`src/rtl/divisor_secuencial_8bits_pkg.sv`:
```
// Shared definitions for the sequential restoring divider: FSM encoding and counter sizing.
// Optional build macro: DIV_SIGNED_EN (two's complement operands).
package div_pkg;

    localparam int DIV_WIDTH = 8;

    typedef enum logic [1:0] {
        ST_IDLE = 2'd0,
        ST_CALC = 2'd1,
        ST_FIN  = 2'd2
    } div_state_t;

    // Step counter must be able to hold the value WIDTH.
    function automatic int cnt_width(input int width);
        return $clog2(width + 1);
    endfunction

    localparam int DIV_CNT_W = cnt_width(DIV_WIDTH);

endpackage

```
`src/rtl/divisor_secuencial_8bits_if.sv`:
```
// Control-unit side bus of the divider: request operands in, result and status out.
interface divisor_secuencial_8bits_if #(
    parameter int WIDTH = 8
);
    // Handshake: start acts as valid and is only accepted while the divider is idle
    // (not busy, not finishing); there is no ready, a start that is not accepted is dropped.
    // done is a one-cycle pulse marking Q/R/div_zero/overflow as valid; they hold afterwards.
    logic             start;
    logic [WIDTH-1:0] Ai;
    logic [WIDTH-1:0] Bi;
    logic [WIDTH-1:0] Q;
    logic [WIDTH-1:0] R;
    logic             busy;
    logic             done;
    logic             div_zero;
    logic             overflow;

    modport master (
        output start, Ai, Bi,
        input  Q, R, busy, done, div_zero, overflow
    );

    modport slave (
        input  start, Ai, Bi,
        output Q, R, busy, done, div_zero, overflow
    );

endinterface

```
`src/rtl/divisor_secuencial_8bits_etapa.sv`:
```
// One restoring-division step: shift the next dividend bit into the partial remainder,
// trial-subtract the divisor and shift the resulting quotient bit into the dividend register.
module etapa_resta_restauradora #(
    parameter int WIDTH = 8
) (
    input  logic [WIDTH-1:0] rem_i,
    input  logic [WIDTH-1:0] dvd_i,
    input  logic [WIDTH-1:0] divisor_i,
    output logic [WIDTH-1:0] rem_o,
    output logic [WIDTH-1:0] dvd_o
);

    logic [WIDTH:0] rem_sh;
    logic [WIDTH:0] trial;
    logic           q_bit;

    // The dividend register doubles as the quotient register: bits leave at the top
    // and quotient bits enter at the bottom, so after WIDTH steps it holds Q.
    always_comb begin
        rem_sh = {rem_i, dvd_i[WIDTH-1]};
        trial  = rem_sh - {1'b0, divisor_i};
        q_bit  = ~trial[WIDTH];
        rem_o  = q_bit ? trial[WIDTH-1:0] : rem_sh[WIDTH-1:0];
        dvd_o  = {dvd_i[WIDTH-2:0], q_bit};
    end

endmodule

```
`src/rtl/divisor_secuencial_8bits.sv`:
```
// Sequential restoring divider (IDLE -> CALC x WIDTH -> FIN), results registered on leaving FIN.
// Optional build macro: DIV_SIGNED_EN (signed operands, truncation toward zero, overflow flag).
module divisor_secuencial_8bits
    import div_pkg::*;
#(
    parameter int WIDTH = DIV_WIDTH
) (
    input  logic                        clk,
    input  logic                        rst,
    divisor_secuencial_8bits_if.slave   bus,
    output div_state_t                  state_dbg
);

    localparam int CW = cnt_width(WIDTH);

    div_state_t       state_q, state_d;
    logic [CW-1:0]    cnt_q, cnt_d;
    logic [WIDTH-1:0] dvd_q, dvd_d;
    logic [WIDTH-1:0] dsr_q, dsr_d;
    logic [WIDTH-1:0] rem_q, rem_d;
    logic             dz_q, dz_d;
    logic [WIDTH-1:0] q_q, q_d;
    logic [WIDTH-1:0] r_q, r_d;
    logic             busy_q, busy_d;
    logic             done_q, done_d;
    logic             div_zero_q, div_zero_d;

    logic [WIDTH-1:0] mag_a;
    logic [WIDTH-1:0] mag_b;
    logic [WIDTH-1:0] step_rem;
    logic [WIDTH-1:0] step_dvd;

`ifdef DIV_SIGNED_EN
    localparam logic [WIDTH-1:0] MOST_NEG = {1'b1, {(WIDTH-1){1'b0}}};

    logic negq_q, negq_d;
    logic negr_q, negr_d;
    logic ovf_q, ovf_d;
    logic overflow_q, overflow_d;

    assign mag_a = bus.Ai[WIDTH-1] ? (-bus.Ai) : bus.Ai;
    assign mag_b = bus.Bi[WIDTH-1] ? (-bus.Bi) : bus.Bi;
    assign bus.overflow = overflow_q;
`else
    assign mag_a = bus.Ai;
    assign mag_b = bus.Bi;
    assign bus.overflow = 1'b0;
`endif

    etapa_resta_restauradora #(
        .WIDTH (WIDTH)
    ) u_etapa (
        .rem_i     (rem_q),
        .dvd_i     (dvd_q),
        .divisor_i (dsr_q),
        .rem_o     (step_rem),
        .dvd_o     (step_dvd)
    );

    always_comb begin
        state_d    = state_q;
        cnt_d      = cnt_q;
        dvd_d      = dvd_q;
        dsr_d      = dsr_q;
        rem_d      = rem_q;
        dz_d       = dz_q;
        q_d        = q_q;
        r_d        = r_q;
        busy_d     = busy_q;
        done_d     = 1'b0;
        div_zero_d = div_zero_q;
`ifdef DIV_SIGNED_EN
        negq_d     = negq_q;
        negr_d     = negr_q;
        ovf_d      = ovf_q;
        overflow_d = overflow_q;
`endif
        unique case (state_q)
            ST_IDLE: begin
                if (bus.start) begin
                    div_zero_d = 1'b0;
                    rem_d      = '0;
                    cnt_d      = '0;
`ifdef DIV_SIGNED_EN
                    overflow_d = 1'b0;
                    negq_d     = bus.Ai[WIDTH-1] ^ bus.Bi[WIDTH-1];
                    negr_d     = bus.Ai[WIDTH-1];
                    ovf_d      = (bus.Ai == MOST_NEG) && (bus.Bi == '1);
`endif
                    if (bus.Bi == '0) begin
                        // Divide-by-zero skips CALC; raw Ai is kept to report as R.
                        dz_d    = 1'b1;
                        dvd_d   = bus.Ai;
                        state_d = ST_FIN;
                    end else begin
                        dz_d    = 1'b0;
                        dvd_d   = mag_a;
                        dsr_d   = mag_b;
                        busy_d  = 1'b1;
                        state_d = ST_CALC;
                    end
                end
            end
            ST_CALC: begin
                rem_d = step_rem;
                dvd_d = step_dvd;
                cnt_d = cnt_q + 1'b1;
                if (cnt_q == CW'(WIDTH - 1)) begin
                    busy_d  = 1'b0;
                    state_d = ST_FIN;
                end
            end
            ST_FIN: begin
                done_d  = 1'b1;
                state_d = ST_IDLE;
                if (dz_q) begin
                    q_d        = '1;
                    r_d        = dvd_q;
                    div_zero_d = 1'b1;
                end else begin
`ifdef DIV_SIGNED_EN
                    q_d        = negq_q ? (-dvd_q) : dvd_q;
                    r_d        = negr_q ? (-rem_q) : rem_q;
                    overflow_d = ovf_q;
`else
                    q_d        = dvd_q;
                    r_d        = rem_q;
`endif
                end
            end
            default: begin
                state_d = ST_IDLE;
                busy_d  = 1'b0;
            end
        endcase
    end

    always_ff @(posedge clk or posedge rst) begin
        if (rst) begin
            state_q    <= ST_IDLE;
            cnt_q      <= '0;
            dvd_q      <= '0;
            dsr_q      <= '0;
            rem_q      <= '0;
            dz_q       <= 1'b0;
            q_q        <= '0;
            r_q        <= '0;
            busy_q     <= 1'b0;
            done_q     <= 1'b0;
            div_zero_q <= 1'b0;
`ifdef DIV_SIGNED_EN
            negq_q     <= 1'b0;
            negr_q     <= 1'b0;
            ovf_q      <= 1'b0;
            overflow_q <= 1'b0;
`endif
        end else begin
            state_q    <= state_d;
            cnt_q      <= cnt_d;
            dvd_q      <= dvd_d;
            dsr_q      <= dsr_d;
            rem_q      <= rem_d;
            dz_q       <= dz_d;
            q_q        <= q_d;
            r_q        <= r_d;
            busy_q     <= busy_d;
            done_q     <= done_d;
            div_zero_q <= div_zero_d;
`ifdef DIV_SIGNED_EN
            negq_q     <= negq_d;
            negr_q     <= negr_d;
            ovf_q      <= ovf_d;
            overflow_q <= overflow_d;
`endif
        end
    end

    assign bus.Q        = q_q;
    assign bus.R        = r_q;
    assign bus.busy     = busy_q;
    assign bus.done     = done_q;
    assign bus.div_zero = div_zero_q;
    assign state_dbg    = state_q;

endmodule

```
`src/flat_wrapper.sv`:
```
// flat-port wrapper written by rule: the top's interface ports become plain ports
module divisor_secuencial_8bits_flat import div_pkg::*;
#(
    parameter int WIDTH = DIV_WIDTH
)
  (clk, rst, state_dbg, bus_start, bus_Ai, bus_Bi, bus_Q, bus_R, bus_busy, bus_done, bus_div_zero, bus_overflow);
  divisor_secuencial_8bits_if #(.WIDTH(WIDTH)) bus_i ();
  input  logic clk;
  input  logic rst;
  output div_state_t state_dbg;
  input wire logic [$bits(bus_i.start)-1:0] bus_start;
  input wire logic [$bits(bus_i.Ai)-1:0] bus_Ai;
  input wire logic [$bits(bus_i.Bi)-1:0] bus_Bi;
  output wire logic [$bits(bus_i.Q)-1:0] bus_Q;
  output wire logic [$bits(bus_i.R)-1:0] bus_R;
  output wire logic [$bits(bus_i.busy)-1:0] bus_busy;
  output wire logic [$bits(bus_i.done)-1:0] bus_done;
  output wire logic [$bits(bus_i.div_zero)-1:0] bus_div_zero;
  output wire logic [$bits(bus_i.overflow)-1:0] bus_overflow;
  assign bus_i.start = bus_start;
  assign bus_i.Ai = bus_Ai;
  assign bus_i.Bi = bus_Bi;
  assign bus_Q = bus_i.Q;
  assign bus_R = bus_i.R;
  assign bus_busy = bus_i.busy;
  assign bus_done = bus_i.done;
  assign bus_div_zero = bus_i.div_zero;
  assign bus_overflow = bus_i.overflow;
  divisor_secuencial_8bits #(.WIDTH(WIDTH)) u_core (.clk(clk), .rst(rst), .bus(bus_i), .state_dbg(state_dbg));
endmodule
```
`config.mk`:
```
export PLATFORM = sky130hd
export DESIGN_NAME = divisor_secuencial_8bits_flat
export DESIGN_NICKNAME = d
export VERILOG_FILES = /design/src/rtl/divisor_secuencial_8bits_pkg.sv /design/src/rtl/divisor_secuencial_8bits_if.sv /design/src/rtl/divisor_secuencial_8bits_etapa.sv /design/src/rtl/divisor_secuencial_8bits.sv /design/src/flat_wrapper.sv
export SDC_FILE = /design/constraint.sdc
export NUM_CORES = 1
export LEC_CHECK = 0
export BUFFER_PORTS_ARGS = -buffer_cell sky130_fd_sc_hd__buf_2
export CORE_MARGIN = 2
export CORE_UTILIZATION = 30
export CTS_CLUSTER_SIZE = 10
export DETAILED_ROUTE_END_ITERATION = 8
export MAX_ROUTING_LAYER = met4
export PLACE_DENSITY = 0.45
export SYNTH_ARGS = -nofsm -noshare
export SYNTH_HDL_FRONTEND = slang
export SYNTH_SLANG_ARGS = --single-unit
```
`constraint.sdc`:
```
create_clock -name clk -period 3.74 [get_ports clk]
set_input_delay 0.748 -clock clk [delete_from_list [all_inputs] [get_ports clk]]
set_output_delay 0.748 -clock clk [all_outputs]
set_load 0.01 [all_outputs]
```
* After elaboration in Yosys (flattened, before gate mapping)
Index checks and enable logic that the tools add are counted.
** Storage, ports and cells
- Bits in registers :: 50
- Output and inout port bits :: 22
** Cells by class
- $add $sub $neg :: 2
- Equality and inequality tests :: 7
- Multiplexer cells :: 22
- Bitwise operators :: 3
- Reduce and logical (&&, ||, !) cells :: 10
** Operator list (number)
- 8-bit 2-to-1 mux :: 5
- 8-bit case mux with 2 select lines :: 2
- 9-bit by 8-bit subtractor with 9-bit output :: 1
- 8-bit logical NOT :: 1
- 4-bit case mux with 2 select lines :: 1
- 1-bit 2-to-1 mux :: 7
- 2-bit 2-to-1 mux :: 3
- 2-bit AND reduction :: 3
- 3-bit AND reduction :: 2
- 4-bit by 1-bit adder with 4-bit output, second input constant :: 1
- 4-bit by 3-bit == test with 1-bit output, second input constant :: 1
- 4-bit 2-to-1 mux :: 1
- 2-bit by 1-bit inequality test with 1-bit output, second input constant :: 2
- 2-bit inequality test, second input constant :: 2
- 2-bit case mux with 2 select lines :: 1
- 4-bit AND reduction :: 1
- 2-bit nonzero test :: 2
- 1-bit NOT :: 3
- 1-bit case mux with 3 select lines :: 1
- 2-bit by 1-bit == test with 1-bit output, second input constant :: 1
- 2-bit == test, second input constant :: 1
- 2-bit logical NOT :: 1
- 1-bit case mux with 2 select lines :: 1

* Logic depth before layout (Yosys ltp)
Gate-level depths: netlist of run 1.
- Word-level depth :: 4
- Depth in mapped cells :: 10
- Gate-level depth less buffers :: 9

* By module
Synthesis of run 1 repeated with hierarchy kept, for this count alone.
** Second synthesis, totals
- Cells, all modules :: 250
- Area total of the unflattened synthesis :: 2626.3 sq um
** By module, submodules not included
- divisor_secuencial_8bits :: instances 1, cells each 184, area an instance 2080.7 sq um, seq. area each 1251.2 sq um
- etapa_resta_restauradora :: instances 1, cells each 66, area an instance 545.5 sq um, seq. area each 0.0 sq um

* Least setup slack after synthesis of run 1
OpenSTA, ideal clock, no wires.
- Path type :: reg2reg
- From :: register u_core.dvd_q[7]
- To :: register u_core.rem_q[6]
- Arrival time :: 1982 ps
- Slack :: 1631 ps
- Cell stages (with the launch flop) :: 11
- Buffers on the path :: 1
- Clock period less this slack :: 2109 ps
- Cells stage by stage :: dfrtp_1 > inv_1 > ha_1 > fa_1 > nand2b_1 > a21oi_2 > o21ai_2 > xor2_2 > buf_6 > a32oi_1 > o21ai_1
** Between the ends
- Longest elaborated chain between the ends :: 3
** RTL lines
- start, declared :: line divisor_secuencial_8bits.sv:18 : logic [WIDTH-1:0] dvd_q, dvd_d;
- start signal, assigned :: line divisor_secuencial_8bits.sv:160 : dvd_q <= dvd_d;
- 9-bit by 8-bit subtractor with 9-bit output :: line divisor_secuencial_8bits_etapa.sv:21 : trial = rem_sh - {1'b0, divisor_i};
- 8-bit 2-to-1 mux :: line divisor_secuencial_8bits_etapa.sv:23 : rem_o = q_bit ? trial[WIDTH-1:0] : rem_sh[WIDTH-1:0];
- 8-bit case mux with 2 select lines :: line divisor_secuencial_8bits.sv:78 : unique case (state_q)
- end signal, assigned :: line divisor_secuencial_8bits.sv:162 : rem_q <= rem_d;
- end, declared :: line divisor_secuencial_8bits.sv:20 : logic [WIDTH-1:0] rem_q, rem_d;
No other way between the ends.
A chain may end at the register's enable or synchronous reset.

* Final worst setup path of run 1
- From :: register u_core.dvd_q[7]
- To :: register u_core.rem_q[2]
The elaborated chain is that of the path after synthesis.

==> flow_summary.ini, run 1 <==
[placed_design]
gp_congestion = 0.708
dp_hpwl_mm = 3.85
port_buffers = 39

[power_and_ir_drop]
p_leak_nw = 1.36
power_density_nw_per_um2 = 826
ir_worst_vdd_mv = 0.209

[grt]
grt_pass1_wl_mm = 9.04
grt_overflow = 0
antenna_found_initial = 0
grt_usage_pct = 13.2
use_met2_pct = 18.6
top_usage_layer = met1
grt_pass1_vias = 1802
grtUsageMet3_pct = 3.05
met1_usage_pct = 18.8
grt_max_degree = 51

[die]
rows = 33
core_area_um2 = 8180
initial_core_util_pct = 30.9
io_pins = 41
die_y_um = 95.8
die_x_um = 95.8
dieArea_um2 = 9170

[clocking]
clk_pin_slew_ps = 100
clk_latency_ps = 310
cts_setup_buffers = 0
htreeDepth = 2
cts.sinks = 50
holdBufCountCts = 0
ctsResizeCount = 0
cts_root_buffer = clkbuf_8
numCtsBuffers = 5
cts_tree = yes
cts.path.max_buffers = 2

[finish]
area_delta_synth_final_pct = 14.0
nets = 323
layout_commonest_cell = dfrtp_1
n_antenna_cell = 0
multi_input_area_um2 = 1140
fin_util_pct = 35.2
seqCellArea_um2 = 1250
final_cell_mix = dfrtp_1 (50), nand2_1 (46), buf_2 (39)
drive_gt1_share_pct = 20.3
n_fill_cell = 878

[synthesis]
ys_warn_count = 0
synthDominantCellAreaShare_pct = 49.5
ys_types = 44
synth-seq-area-share_pct = 49.5
syn_avg_cell_area_um2 = 9.68
yosys-top-cells-area = dfrtp_1 (50%), nand2_1 (6.8%), mux2i_1 (6.7%)
synthCells = 261
syn-num-nets = 290
mappedNetlistArea_um2 = 2530
ys_ff_latch = 50
synth_largest_area_cell = dfrtp_1

[sta]
fmaxAchievable_mhz = 397
finalCritPeriodShare_pct = 67.3
hold_violations = 0
setup_viol = 0
slew_viol_final = 0
rsz0062_at_grt = false
worst_pin_slew_ps = 1060
period_needed_ps = 2520
skew_ps = 5.65
maxSlewHeadroom_pct = 29.4
fin_setup_tns_ps = 0

[setup_path]
worstPathRequired_ps = 3910
path_class = flop to flop
endpoint_kind = flop
reg2reg_slack_ps = 1220
worst_path_largest_cell_delay_ps = 490
cp_top_family = adder cells
crit_slowest_cell = xor2_2
worst-path-buf-inv = 1
crit_fanout = 15
path_cells = inv_1 > ha_1 > fa_1 > nand2b_1 > a21oi_2 > o21ai_2 > xor2_2 > mux2i_1 > o21ai_1
cp_data_arrival_time_ps = 2680
startpoint_type = flop

[routing]
route.detailed.drc = 0
via_count = 1879
vias_per_cell = 4.70
routed_wl_mm = 5.41
drtIter0Drc = 84
wl_per_cell_um = 13.5
first_pass_iters = 4
ant_nets = 0

[run]
max_cap_violations = 0

[min_path]
hp-class = flop to flop

[outcome]
status = finished clean
layer usage:
metal	wire length, um	vias up
met4	80	0
met3	269	7
met2	2300	41
met5	0	-
li1	-	956
met1	2750	875
worst reg2reg max path, cell delays in order, from the launching register on:
cell,delay (ps)
dfrtp_1,440
inv_1,70
ha_1,210
fa_1,400
nand2b_1,190
a21oi_2,180
o21ai_2,90
xor2_2,490
mux2i_1,250
o21ai_1,70
synthesized netlist by cell type (all sizes together):
cell and count:
buf 7, a31oi 1, nand2 46, conb 1, a21o 1, xnor2 2
o311ai 5, xor2 6, nor4b 1, nand3 7, nor3 3, or4 2
a21oi 9, inv 16, dfrtp 50, o21ai 40, mux2i 17, a32oi 2
o21a 1, a221oi 1, fa 1, nor4 1, o21bai 1, nor2 14
nand2b 4, clkbuf 7, ha 9, or2b 1, nor2b 1, a31o 1
o41ai 1, mux2 1, a22o 1
where the power goes:
group	switching (mW)	internal, mW
Combinational	0.647	0.469
Clock	0.189	0.149
Sequential	0.172	0.755
Total	1.01	1.37
metrics by stage:
stage	hold slack, ps	std cells	power [mW]	worst slack [ps]	cell area (um^2)
2_1_floorplan	486	261	1.80	1630	2530
3_3_place_gp	457	392	2.06	1290	2790
3_5_place_dp	465	392	2.08	1220	2790
4_1_cts	488	400	2.43	1200	2880
5_1_grt	520	400	2.63	1000	2880
6_report	480	400	2.38	1220	2880
registers in the layout, indices dropped and copies added, names as in the netlist:
register	cells
u_core.rem_q	8
u_core.bus.R	8
u_core.state_dbg	2
u_core.cnt_q	4
u_core.bus.Q	8
u_core.bus.busy	1
u_core.bus.done	1
u_core.dsr_q	8
u_core.bus.div_zero	1
u_core.dvd_q	8
u_core.dz_q	1
kinds of logic after synthesis:
| kind of cell | Yosys count | share of synthesized area, % |
|---|---|---|
| AND/OR/NAND/NOR | 80 | 14.1 |
| AO/OA/AOI/OAI | 64 | 15.2 |
| flip-flops | 50 | 49.5 |
| buffers and inverters | 30 | 5.40 |
| multiplexers | 18 | 7.33 |
| adder cells (fa/ha/maj) | 10 | 5.25 |
| XOR/XNOR | 8 | 3.07 |
| other | 1 | 0.148 |
worst paths after layout:
| path | startpoint | endpoint | depth (start not counted) |
|---|---|---|---|
| max in group asynchronous | rst | u_core.dsr_q[5] | 2 |
| worst min-delay path | u_core.bus.Q[1] | u_core.bus.Q[1] | 2 |
| worst max-delay path | u_core.dvd_q[7] | u_core.rem_q[2] | 9 |
| min in group asynchronous | rst | u_core.bus.Q[4] | 2 |
| worst min register to register | u_core.bus.Q[1] | u_core.bus.Q[1] | 2 |
| worst max register to register | u_core.dvd_q[7] | u_core.rem_q[2] | 9 |
final cells by class:
| cell class | count | share of cell area [%] |
|---|---|---|
| timing repair buffer | 40 | 7.04 |
| clock buffer | 6 | 2.87 |
| inverter | 16 | 2.09 |
| sequential | 50 | 43.4 |
| tap | 105 | 4.56 |
| multi-input combinational | 181 | 39.6 |
| clock inverter | 2 | 0.434 |
No activity file was read; power rests on OpenSTA's default activity.
==> inputs of run 2 (changes only) <==
--- a/config.mk
+++ b/config.mk
@@ -11,7 +11,7 @@
 export CTS_CLUSTER_SIZE = 10
 export DETAILED_ROUTE_END_ITERATION = 8
 export MAX_ROUTING_LAYER = met4
-export PLACE_DENSITY = 0.45
+export PLACE_DENSITY = 0.46
 export SYNTH_ARGS = -nofsm -noshare
 export SYNTH_HDL_FRONTEND = slang
 export SYNTH_SLANG_ARGS = --single-unit
==> constraint.sdc (replaced) <==
create_clock -name clk -period 2 [get_ports clk]
set_input_delay 0.4 -clock clk [delete_from_list [all_inputs] [get_ports clk]]
set_output_delay 0.4 -clock clk [all_outputs]
set_load 0.01 [all_outputs]
==> run 2 against run 1 <==
  * Hold slack worse by 380 ps
  * Total power grew 100%
  * Die area unchanged
  * Flip-flop and latch count is the same
  * Global-route usage grew 0.18 points
  * Core utilization is 2.3 points higher
  * Cell area increased by 6.6%
  * Sequential share of layout area down 2.7 points
  * Via count grew 1.1%
  * Combinational power rose by 130%
  * Critical path type unchanged
  * Critical endpoint unchanged
  * Largest cell class unchanged
==> flow_summary.ini, run 2 (same netlist as run 1, synthesis figures left out) <==
[sta]
slew_viol_final = 0
fmaxAchievable_mhz = 501
setup_viol = 0
rsz0062_at_grt = true
hold_violations = 0
finalCritPeriodShare_pct = 99.8
worst_pin_slew_ps = 507
skew_ps = 14.6
period_needed_ps = 2000
worst_slack_ps = 3.68
whs_ps = 102
maxSlewHeadroom_pct = 66.2

[setup_path]
worstPathRequired_ps = 2180
crit_slowest_cell = dfrtp_1
crit_fanout = 15
endpoint_kind = flop
reg2reg_slack_ps = 4
worst-path-buf-inv = 1
worst_path_largest_cell_delay_ps = 390
startpoint_type = flop
cp_data_arrival_time_ps = 2180
path_cells = ha_2 > fa_2 > nand2b_4 > a21oi_4 > o21ai_2 > xor2_2 > buf_12 > mux2i_1 > o21ai_1
crit_start = u_core.dsr_q[0]
cp_top_family = adder cells
path_class = flop to flop
timing.rr.start = u_core.dsr_q[0]

[clocking]
clk_pin_slew_ps = 100
clk_latency_ps = 310
cts.path.max_buffers = 2
cts.sinks = 50
htreeDepth = 2
cts_root_buffer = clkbuf_8
numCtsBuffers = 5
cts_tree = yes

[grt]
antenna_found_initial = 0
grt_pass1_wl_mm = 9.16
grt_overflow = 0
grt_usage_pct = 13.4
grt_max_degree = 34
grt_pass1_vias = 1815

[routing]
routed_wl_mm = 5.44
ant_nets = 0
vias_per_cell = 4.53
drtIter0Drc = 95
route.detailed.drc = 0
first_pass_iters = 4
wl_per_cell_um = 13.0
via_count = 1899

[finish]
layout_commonest_cell = dfrtp_1
n_fill_cell = 864
n_antenna_cell = 0
area_delta_synth_final_pct = 21.5
seqCellArea_um2 = 1250
final_cell_mix = dfrtp_1 (50), nand2_1 (46), buf_2 (39)
nets = 343
drive_gt1_share_pct = 26.4
multi_input_area_um2 = 1170

[outcome]
status = finished clean

[die]
initial_core_util_pct = 30.9
core_area_um2 = 8180
rows = 33
die_y_um = 95.8
dieArea_um2 = 9170
die_x_um = 95.8
io_pins = 41

[run]
max_cap_violations = 0

[placed_design]
port_buffers = 39
dp_hpwl_mm = 4.01
dp_slack_ps = -111
gp_congestion = 0.715

[power_and_ir_drop]
p_leak_nw = 1.47
power_density_nw_per_um2 = 1570
ir_worst_vdd_mv = 0.408

[min_path]
hp-class = input pin to asynchronous set/reset pin
[run 2: path summary, 6_finish.rpt]
path / cells after the start / to
max: 9 / u_core.rem_q[2]
min: 2 / u_core.bus.R[4]
max reg2reg: 9 / u_core.rem_q[2]
min reg2reg: 2 / u_core.bus.Q[2]
max in group asynchronous: 3 / u_core.dsr_q[3]
min in group clk: 3 / u_core.dsr_q[6]
[run 2: report_power, final]
group	internal (mW)	switching (mW)	leakage, nW
Combinational	1.17	1.38	0.794
Sequential	1.41	0.262	0.642
Clock	0.240	0.349	0.0362
Total	2.82	1.99	1.47
[run 2: area by class of cell]
class                   instances  share of cell area, %
clock buffers                   5                   2.24
clock inverters                 2                  0.489
multi-input cells             181                   38.0
well taps                     105                   4.28
flip-flops and latches         50                   40.7
inverters                      16                   1.96
repair buffers                 60                   12.3
[run 2: per-stage QoR]
stage | cell area (um^2) | TNS, ps | power, mW | util, % | cells
after floorplan | 2540 | 0 | 3.40 | - | 261
after global placement | 2950 | 0 | 4.15 | 36.1 | 409
after detailed placement | 2950 | -327 | 4.19 | 36.1 | 409
after CTS | 3060 | -20.6 | 4.86 | 37.4 | 418
after global routing | 3070 | -547 | 5.29 | 37.6 | 419
final | 3070 | 0 | 4.81 | 37.6 | 419
[run 2: layer usage]
metal	share of wire (%)	track usage [%]	vias to the layer above
li1	-	-	994
met1	52	18.8	857
met2	42	19.5	43
met3	4.9	2.82	5
met4	1.3	3.93	0
met5	0	-	-
[run 2: what timing repair did]
| item | CTS | global route |
|---|---|---|
| setup buffers | 2 | 1 |
| gates resized for setup | 4 | 1 |
| hold endpoints to repair | 0 | 0 |
| hold buffers | 0 | 0 |
| setup endpoints to repair | 8 | 9 |
